**config.mk**
```make
export PLATFORM = sky130hd
export DESIGN_NAME = fifo_rd_packer_flat
export DESIGN_NICKNAME = d
export VERILOG_FILES = /design/src/rtl/fifo_rd_packer_if.sv /design/src/rtl/fifo_rd_packer.sv /design/src/flat_wrapper.sv
export SDC_FILE = /design/constraint.sdc
export NUM_CORES = 1
export LEC_CHECK = 0
export CAP_MARGIN = 40
export CORE_MARGIN = 1
export CORE_UTILIZATION = 35
export DETAILED_ROUTE_END_ITERATION = 16
export HOLD_SLACK_MARGIN = 0.15
export PLACE_DENSITY_LB_ADDON = 0.08
export SYNTH_ARGS = -nofsm -noshare
export SYNTH_HDL_FRONTEND = slang
export SYNTH_SLANG_ARGS = --single-unit
export TNS_END_PERCENT = 10
```
**constraint.sdc**
```tcl
create_clock -name clk -period 4.2 [get_ports clk]
set_input_delay 1.05 -clock clk [delete_from_list [all_inputs] [get_ports clk]]
set_output_delay 1.05 -clock clk [all_outputs]
set_load 0.02 [all_outputs]
```
**src/rtl/fifo_rd_packer_if.sv**
```systemverilog
// Bundle of the FIFO read port and packed-word output handshake used by fifo_rd_packer.
// The packer drives through the master modport; the environment uses slave.
interface fifo_rd_packer_if #(
    parameter int DATAWIDTH = 8,
    parameter int PACK      = 4
);
    localparam int CNTW = $clog2(PACK) + 1;

    logic                      fifo_empty;
    logic [DATAWIDTH-1:0]      fifo_data;
    logic                      fifo_ren;
    logic                      flush;
    logic [DATAWIDTH*PACK-1:0] out_data;
    logic [CNTW-1:0]           out_cnt;
    logic                      out_valid;
    logic                      out_ready;

    modport master (
        input  fifo_empty, fifo_data, flush, out_ready,
        output fifo_ren, out_data, out_cnt, out_valid
    );

    modport slave (
        output fifo_empty, fifo_data, flush, out_ready,
        input  fifo_ren, out_data, out_cnt, out_valid
    );
endinterface

```
**src/rtl/fifo_rd_packer.sv**
```systemverilog
// Read-side packer: pops PACK FIFO words into one wide word on a registered
// valid/ready output; flush emits a partially filled word with its lane count.
module fifo_rd_packer #(
    parameter int DATAWIDTH = 8,
    parameter int PACK      = 4
) (
    input  logic              clk,
    input  logic              rst_n,
    fifo_rd_packer_if.master  bus
);
    localparam int          CNTW  = $clog2(PACK) + 1;
    localparam int          CW    = $clog2(PACK);
    localparam int unsigned LANES = PACK - 1;
    localparam int          AW    = DATAWIDTH * (PACK - 1);
    localparam logic [CW-1:0] LAST = CW'(PACK - 1);

    typedef enum logic {ST_RUN, ST_PENDING} state_t;

    state_t                    state_q, state_d;
    logic [CW-1:0]             cnt_q, cnt_d;
    logic [AW-1:0]             acc_q;
    logic [DATAWIDTH*PACK-1:0] data_q;
    logic [DATAWIDTH*PACK-1:0] partial;
    logic [CNTW-1:0]           ocnt_q;
    logic                      valid_q;
    logic                      out_free;
    logic                      pop;
    logic                      full_load;
    logic                      flush_load;

    always_comb begin
        out_free   = !valid_q || bus.out_ready;
        pop        = rst_n && !bus.fifo_empty && (state_q == ST_RUN) &&
                     ((cnt_q != LAST) || out_free);
        full_load  = pop && (cnt_q == LAST);
        flush_load = (state_q == ST_PENDING) && out_free;

        cnt_d = cnt_q;
        if (full_load || flush_load) begin
            cnt_d = '0;
        end else if (pop) begin
            cnt_d = cnt_q + 1'b1;
        end

        // flush is judged against the lane count after this cycle's pop
        state_d = state_q;
        case (state_q)
            ST_RUN:     if (bus.flush && (cnt_d != '0)) state_d = ST_PENDING;
            ST_PENDING: if (out_free) state_d = ST_RUN;
            default:    state_d = ST_RUN;
        endcase

        // stale accumulator lanes at or above cnt must leave as zero
        partial = '0;
        for (int unsigned i = 0; i < LANES; i++) begin
            if (i < 32'(cnt_q)) begin
                partial[i*DATAWIDTH +: DATAWIDTH] = acc_q[i*DATAWIDTH +: DATAWIDTH];
            end
        end
    end

    always_ff @(posedge clk or negedge rst_n) begin
        if (!rst_n) begin
            state_q <= ST_RUN;
        end else begin
            state_q <= state_d;
        end
    end

    always_ff @(posedge clk or negedge rst_n) begin
        if (!rst_n) begin
            cnt_q   <= '0;
            acc_q   <= '0;
            data_q  <= '0;
            ocnt_q  <= '0;
            valid_q <= 1'b0;
        end else begin
            cnt_q <= cnt_d;
            for (int unsigned i = 0; i < LANES; i++) begin
                if (pop && (cnt_q == CW'(i))) begin
                    acc_q[i*DATAWIDTH +: DATAWIDTH] <= bus.fifo_data;
                end
            end
            if (full_load) begin
                data_q  <= {bus.fifo_data, acc_q};
                ocnt_q  <= CNTW'(PACK);
                valid_q <= 1'b1;
            end else if (flush_load) begin
                data_q  <= partial;
                ocnt_q  <= {1'b0, cnt_q};
                valid_q <= 1'b1;
            end else if (valid_q && bus.out_ready) begin
                valid_q <= 1'b0;
            end
        end
    end

    assign bus.fifo_ren  = pop;
    assign bus.out_data  = data_q;
    assign bus.out_cnt   = ocnt_q;
    assign bus.out_valid = valid_q;
endmodule
```
**src/flat_wrapper.sv**
```systemverilog
// flat-port wrapper written by rule: the top's interface ports become plain ports
module fifo_rd_packer_flat 
#(
    parameter int DATAWIDTH = 8,
    parameter int PACK      = 4
)
  (clk, rst_n, bus_fifo_empty, bus_fifo_data, bus_flush, bus_out_ready, bus_fifo_ren, bus_out_data, bus_out_cnt, bus_out_valid);
  fifo_rd_packer_if #(.DATAWIDTH(DATAWIDTH), .PACK(PACK)) bus_i ();
  input  logic clk;
  input  logic rst_n;
  input wire logic [$bits(bus_i.fifo_empty)-1:0] bus_fifo_empty;
  input wire logic [$bits(bus_i.fifo_data)-1:0] bus_fifo_data;
  input wire logic [$bits(bus_i.flush)-1:0] bus_flush;
  input wire logic [$bits(bus_i.out_ready)-1:0] bus_out_ready;
  output wire logic [$bits(bus_i.fifo_ren)-1:0] bus_fifo_ren;
  output wire logic [$bits(bus_i.out_data)-1:0] bus_out_data;
  output wire logic [$bits(bus_i.out_cnt)-1:0] bus_out_cnt;
  output wire logic [$bits(bus_i.out_valid)-1:0] bus_out_valid;
  assign bus_i.fifo_empty = bus_fifo_empty;
  assign bus_i.fifo_data = bus_fifo_data;
  assign bus_i.flush = bus_flush;
  assign bus_i.out_ready = bus_out_ready;
  assign bus_fifo_ren = bus_i.fifo_ren;
  assign bus_out_data = bus_i.out_data;
  assign bus_out_cnt = bus_i.out_cnt;
  assign bus_out_valid = bus_i.out_valid;
  fifo_rd_packer #(.DATAWIDTH(DATAWIDTH), .PACK(PACK)) u_core (.clk(clk), .rst_n(rst_n), .bus(bus_i));
endmodule
```
==> results of run 1 <==
[cells by family after synthesis]
group	count (synthesis)
DFF	63
xor gates and xnor gates	1
AOI/OAI and AO/OA	42
buffers and inverters	14
adders and majority gates	5
muxes	26
and+or+nand+nor	65
[power by group]
part / switching, mW / internal (mW) / leakage, nW / total [mW]
clock network: 0.221 / 0.321 / 0.109 / 0.542
logic: 0.440 / 0.394 / 0.560 / 0.835
registers: 0.144 / 0.833 / 0.821 / 0.977
total: 0.805 / 1.55 / 1.49 / 2.35
[synth_stat cells]
| master | number | share of area, % |
|---|---|---|
| dfrtp_1 | 63 | 61 |
| nand2_1 | 50 | 7.3 |
| o21ai_0 | 26 | 5.1 |
| mux2_2 | 22 | 9.7 |
| a22o_1 | 8 | 2.7 |
| clkbuf_1 | 7 | 1.0 |
| ha_1 | 5 | 2.4 |
| inv_1 | 5 | 0.73 |
| nor2_1 | 4 | 0.58 |
| nand2_2 | 3 | 0.73 |
| a21oi_1 | 2 | 0.39 |
| buf_2 | 2 | 0.39 |
| mux2_1 | 2 | 0.88 |
| mux2i_1 | 2 | 0.78 |
| o31ai_4 | 2 | 1.7 |
| a2111oi_0 | 1 | 0.34 |
| a211o_1 | 1 | 0.34 |
| a21o_1 | 1 | 0.29 |
| a21oi_4 | 1 | 0.63 |
| and2b_4 | 1 | 0.39 |
| and3_2 | 1 | 0.29 |
| and3b_1 | 1 | 0.34 |
| nand2b_1 | 1 | 0.24 |
| nand3_1 | 1 | 0.19 |
| nor3_1 | 1 | 0.19 |
| nor4_1 | 1 | 0.24 |
| or3b_1 | 1 | 0.34 |
| xnor2_1 | 1 | 0.34 |
[critical path: cells and delay by family]
kind | cells | cell delay [ns]
buffers and inverters | 2 | 1.07
AND/OR/NAND/NOR | 1 | 0.41
AO/OA/AOI/OAI | 1 | 0.27
[stage by stage]
step / std cells / hold WS (ns) / utilization (%)
3_3_place_gp: 356 / 0.4620 / 45.75
5_1_grt: 372 / 0.4936 / 48.76
3_5_place_dp: 356 / 0.4691 / 45.75
6_report: 372 / 0.4758 / 48.76
2_1_floorplan: 216 / 0.4638 / -
4_1_cts: 372 / 0.4847 / 48.76
[layout make-up]
| cell class | instances | area, um2 | area share (%) |
|---|---|---|---|
| sequential | 63 | 1577 | 46.56 |
| multi-input combinational | 139 | 945.9 | 27.94 |
| timing repair buffer | 53 | 515.5 | 15.23 |
| clock buffer | 13 | 168.9 | 4.989 |
| tap | 96 | 120.1 | 3.548 |
| clock inverter | 3 | 40.04 | 1.183 |
| inverter | 5 | 18.77 | 0.5543 |
[sequential cells by signal, indices dropped and copies added (netlist names)]
signal and count:
u_core.bus.out_cnt 3, u_core.bus.out_valid 1, u_core.bus.out_data 32, u_core.state_q 1, u_core.cnt_q 2, u_core.acc_q 24
[how the worst max path moves through the flow]
stage | startpoint | slack (ns) | cells past startpoint | to
finish | bus_fifo_empty | 0.35 | 4 | bus_fifo_ren
detailed placement | bus_fifo_empty | 0.34 | 4 | bus_fifo_ren
floorplan | bus_fifo_empty | 1.30 | 3 | bus_fifo_ren
global route | bus_fifo_empty | 0.29 | 4 | bus_fifo_ren
global placement | bus_fifo_empty | 0.38 | 4 | bus_fifo_ren
CTS | bus_fifo_empty | 0.34 | 4 | bus_fifo_ren
[layer usage]
metal | track usage (%) | part of all wire [%] | vias to the layer above
met4 | 9.389 | 2.4 | 0
li1 | - | - | 844
met1 | 23.43 | 51 | 802
met2 | 22.66 | 43 | 32
met5 | 0 | 0 | -
met3 | 3.487 | 4.0 | 12
[cells in the final DEF (no fill, tap or decap), drive strengths merged, types with 2 or more instances in the layout]
cell	count
clkdlybuf4s50	48
mux2i	2
dfrtp	63
a21oi	3
buf	5
inv	5
clkbuf	13
o21ai	26
mux2	24
nand2	53
nor2	4
o31ai	2
clkinv	2
ha	5
a22o	8
==> flow_summary_export.csv, run 1 <==
group,metric,value,unit
clock_tree,clkLatencyLatePin,0.33,ns
pwr,worst_ir_drop_vdd,245.5,uV
drt,first_iter_violations,76,
clock_tree,clkTransAtPathRegs,0.06,ns
floorplan,die_y,87.63,um
synth,synthMuxAreaShare,11.31,%
floorplan,initial_core_util,36.95,%
worst_setup_path,critical_path_arrival,2.80,ns
cells_and_area,fin_area,3386,um2
cells_and_area,area_growth_syn_to_layout,31.94,%
floorplan,die_w,87.63,um
worst_setup_path,max_stage_delay,0.66,ns
pwr,p_leak,1.491,nW
cells_and_area,n_antenna_cell,0,
synth,syn_nets,234,
worst_setup_path,r2r_end,"u_core.bus.out_data[9]",
synth,synth_cell_type_count,28,
drt,avgRoutedWirePerCell,14.57,um
floorplan,pin_count,50,
global_route,grt_antenna_before_repair,0,
synth,syn_inst,216,
global_route,grt_usage,16.30,%
place,placed_cell_area,3177,um2
worst_setup_path,cp_common_cell,"clkdlybuf4s50_1",
timing,finClkSkew,0.007722,ns
job,maxCapViolCount,0,
min_path,hold_class,"flop to flop",
timing,fin_ws,0.3491,ns
synth,synth_fa_ha_area_share,2.438,%
worst_setup_path,cp-start-kind,"input port",
cells_and_area,nFillCells,673,
clock_tree,cts_resized,0,
drt,drcViolationCount,0,
timing,slew_violations,0,
global_route,grt_pass1_vias,1688,
clock_tree,post-cts-setup-buffers,0,
place,portBuffers,49,
timing,worst_pin_slew,0.8143,ns
timing,fin_crit_sh,91.69,%
timing,hold_viol,0,
synth,ys_warn_count,0,
global_route,grt_pass1_wl,9025,um
synth,synth_area,2566,um2
cells_and_area,drive_above_1_share,18.48,%
worst_setup_path,reg2reg_slack,1.82,ns
min_path,worstHoldEndpoint,"u_core.bus.out_data[18]",
clock_tree,htree_levels,3,
drt,vias,1690,
synth,synth_top_family_by_area,"compound AO/OA/AOI/OAI gates",
min_path,hp-start,"u_core.bus.out_data[18]",
timing,rsz0062_at_grt,"false",
worst_setup_path,crit_slowest_cell,"clkdlybuf4s50_1",
min_path,whs_path_depth,2,
pwr,finalPower,2.354,mW
floorplan,die-area,7678,um2
timing,maxSlewHeadroom,45.71,%
synth,ys_ff_latch,63,
place,place_hpwl,3539,um
timing,setup_tns,0,ns
worst_setup_path,required,3.15,ns
floorplan,rows,30,
worst_setup_path,r2r.worst_path.cells,5,
place,place_congestion,0.7762,
timing,min_period,3.851,ns
clock_tree,cts_tree,"yes",
worst_setup_path,cp_max_fo,7,
drt,routed_wl,5421,um
clock_tree,ctsRootBufferMaster,"clkbuf_8",
worst_setup_path,cp_cell_sequence,"clkdlybuf4s50_1 > or3b_1 > a21oi_4 > clkdlybuf4s50_1",
drt,dr.pass1.iters,4,
place,place_ws,0.3438,ns
clock_tree,clk_path_buf_depth,2,
clock_tree,holdBufCountCts,0,
timing,final-setup-viol-count,0,
synth,synth_area_per_cell,11.88,um2
synth,synth_compound_area_share,11.46,%
synth,synth_xor_area_share,0.3413,%
drt,ant_nets,0,
global_route,grt_max_degree,65,
worst_setup_path,critPathKind,"input port to output pin",
worst_setup_path,crit-reg2reg-launch,"u_core.cnt_q[1]",
status,status,"complete, no violations",
clock_tree,cts.sinks,63,
clock_tree,cts_made_buffers,9,
cells_and_area,fin_nets,289,
synth,ys_seq_area_share,61.43,%
pwr,power_density,695.2,nW/um2
synth,synth-simple-area-share,10.87,%
global_route,grt_overflow_total,0,
worst_setup_path,endpoint_kind,"output pin",
floorplan,core_area,6944,um2
timing,fmaxAchievable,0.2597,GHz
drt,vias_per_cell,4.543,
No activity file was read; power rests on OpenSTA's default activity.
==> run 2: changes to the inputs <==
--- a/config.mk
+++ b/config.mk
@@ -6,8 +6,8 @@
 export NUM_CORES = 1
 export LEC_CHECK = 0
 export CAP_MARGIN = 40
-export CORE_MARGIN = 1
-export CORE_UTILIZATION = 35
+export CORE_MARGIN = 2
+export CORE_UTILIZATION = 55
 export DETAILED_ROUTE_END_ITERATION = 16
 export HOLD_SLACK_MARGIN = 0.15
 export PLACE_DENSITY_LB_ADDON = 0.08
==> flow_summary_export.csv, run 2 (synthesis results as in run 1) <==
group,metric,value,unit
pwr,seqPwrFrac,41.7,%
pwr,finalPower,2.363,mW
timing,setup_tns,0,ns
status,status,"complete, no violations",
worst_setup_path,critPathKind,"input port to output pin",
timing,min_period,3.868,ns
floorplan,die_y,72.31,um
clock_tree,cts_tree,"yes",
clock_tree,post-cts-setup-buffers,0,
global_route,grt_usage,22.60,%
pwr,combPwrFrac,36.9,%
clock_tree,holdBufCountCts,0,
drt,vias,1774,
place,place_congestion,0.8235,
worst_setup_path,endpoint_kind,"output pin",
drt,vias_per_cell,5.409,
pwr,p_clk_share,21.4,%
timing,hold_viol,0,
timing,fin_crit_sh,92.09,%
global_route,grt_antenna_before_repair,0,
clock_tree,ctsRootBufferMaster,"clkbuf_8",
clock_tree,htree_levels,3,
global_route,grt_pass1_vias,1750,
floorplan,rows,24,
clock_tree,cts_resized,0,
pwr,power_density,709.3,nW/um2
timing,maxSlewHeadroom,48.76,%
timing,rsz0062_at_grt,"false",
pwr,p_int,1.536,mW
worst_setup_path,reg2reg_slack,1.96,ns
floorplan,die-area,5228,um2
drt,first_iter_violations,147,
pwr,p_leak,1.491,nW
timing,fin_ws,0.3323,ns
place,portBuffers,49,
place,place_hpwl,3422,um
drt,dr.pass1.iters,4,
worst_setup_path,critical_path_arrival,2.82,ns
cells_and_area,largest_reg_flops,32,
timing,fmaxAchievable,0.2585,GHz
worst_setup_path,cp-start-kind,"input port",
floorplan,core_area,4414,um2
cells_and_area,utilization,75.48,%
pwr,worst_ir_drop_vdd,374.6,uV
clock_tree,cts_made_buffers,9,
worst_setup_path,cp_max_fo,7,
cells_and_area,area_growth_syn_to_layout,29.84,%
cells_and_area,fin_nets,289,
worst_setup_path,required,3.15,ns
clock_tree,clkTransAtPathRegs,0.06,ns
timing,final-setup-viol-count,0,
clock_tree,cts.sinks,63,
job,maxCapViolCount,0,
cells_and_area,mostFrequentLayoutCell,"dfrtp_1",
floorplan,die_w,72.31,um
drt,ant_nets,0,
min_path,whs_path_depth,2,
min_path,hp-start,"u_core.bus.out_data[10]",
worst_setup_path,r2r.worst_path.cells,6,
cells_and_area,drive_above_1_share,18.12,%
global_route,grt_max_degree,65,
min_path,hold_class,"flop to flop",
timing,slew_violations,0,
clock_tree,clk_path_buf_depth,2,
pwr,switching_share,35.01,%
place,dp.cells,312,
drt,drcViolationCount,0,
floorplan,initial_core_util,58.13,%
global_route,grt_pass1_wl,8652,um
timing,worst_pin_slew,0.7686,ns
worst_setup_path,crit-reg2reg-launch,"u_core.cnt_q[1]",
timing,finClkSkew,0.004385,ns
cells_and_area,layout_common_cells,"dfrtp_1 (63), nand2_1 (50), clkdlybuf4s50_1 (48)",
cells_and_area,layoutNonFillerInstCount,328,
cells_and_area,n_antenna_cell,0,
worst_setup_path,r2r_end,"u_core.cnt_q[1]",
global_route,grt_overflow_total,0,
drt,avgRoutedWirePerCell,15.93,um
drt,routed_wl,5224,um
floorplan,pin_count,50,
min_path,worstHoldEndpoint,"u_core.bus.out_data[10]",
place,place_ws,0.3413,ns
clock_tree,clkLatencyLatePin,0.33,ns
pwr,power.switching,827.5,uW
==> run 2: changes by cell type in the layout (fill, tap and decap cells not counted) <==
cell	delta
clkbuf_1	+1
buf_4	-1
buf_16	+1
clkbuf_8	-2
clkinv_2	+1
==> run 2: worst max-delay path by stage <==
stage	start	end	slack (ns)
3_5_place_dp	bus_fifo_empty	bus_fifo_ren	0.34
5_1_grt	bus_fifo_empty	bus_fifo_ren	0.27
3_3_place_gp	bus_fifo_empty	bus_fifo_ren	0.38
6_report	bus_fifo_empty	bus_fifo_ren	0.33
4_1_cts	bus_fifo_empty	bus_fifo_ren	0.33
2_1_floorplan	bus_fifo_empty	bus_fifo_ren	1.30
==> run 2: cell type report <==
cell class / instances / area (um2)
clock buffer: 12 / 145.1
multi-input combinational: 139 / 945.9
inverter: 5 / 18.77
timing repair buffer: 53 / 535.5
fill: 320 / 1082
sequential: 63 / 1577
tap: 52 / 65.06
clock inverter: 4 / 45.04
==> run 2: stage by stage <==
step	hold slack, ns	cell area (um2)
after floorplan	0.4638	2566
after global placement	0.4595	3114
after detailed placement	0.4681	3142
after CTS	0.4835	3332
after global routing	0.5018	3332
final	0.4751	3332
==> run 2: critical path, cell delays in order <==
cell	delay [ns]
clkdlybuf4s50_1	0.41
or3b_1	0.41
a21oi_4	0.27
clkdlybuf4s50_1	0.67
==> run 2: power by group through the flow <==
stage / clock network (mW) / registers [mW] / logic [mW]
final: 0.506 / 0.986 / 0.871
after global routing: 0.539 / 1.02 / 0.950
after CTS: 0.514 / 0.986 / 0.881
after detailed placement: 0 / 0.993 / 0.870
after global placement: 0 / 0.981 / 0.820
after floorplan: 0 / 1.07 / 0.413
==> run 2: metal layers <==
metal  track usage, %  up-vias  share of wire, %
li1                 -      846                 -
met1            31.28      877                46
met2            34.56       46                48
met3            6.667        5               5.4
met4            7.547        0               1.1
met5                0        -                 0
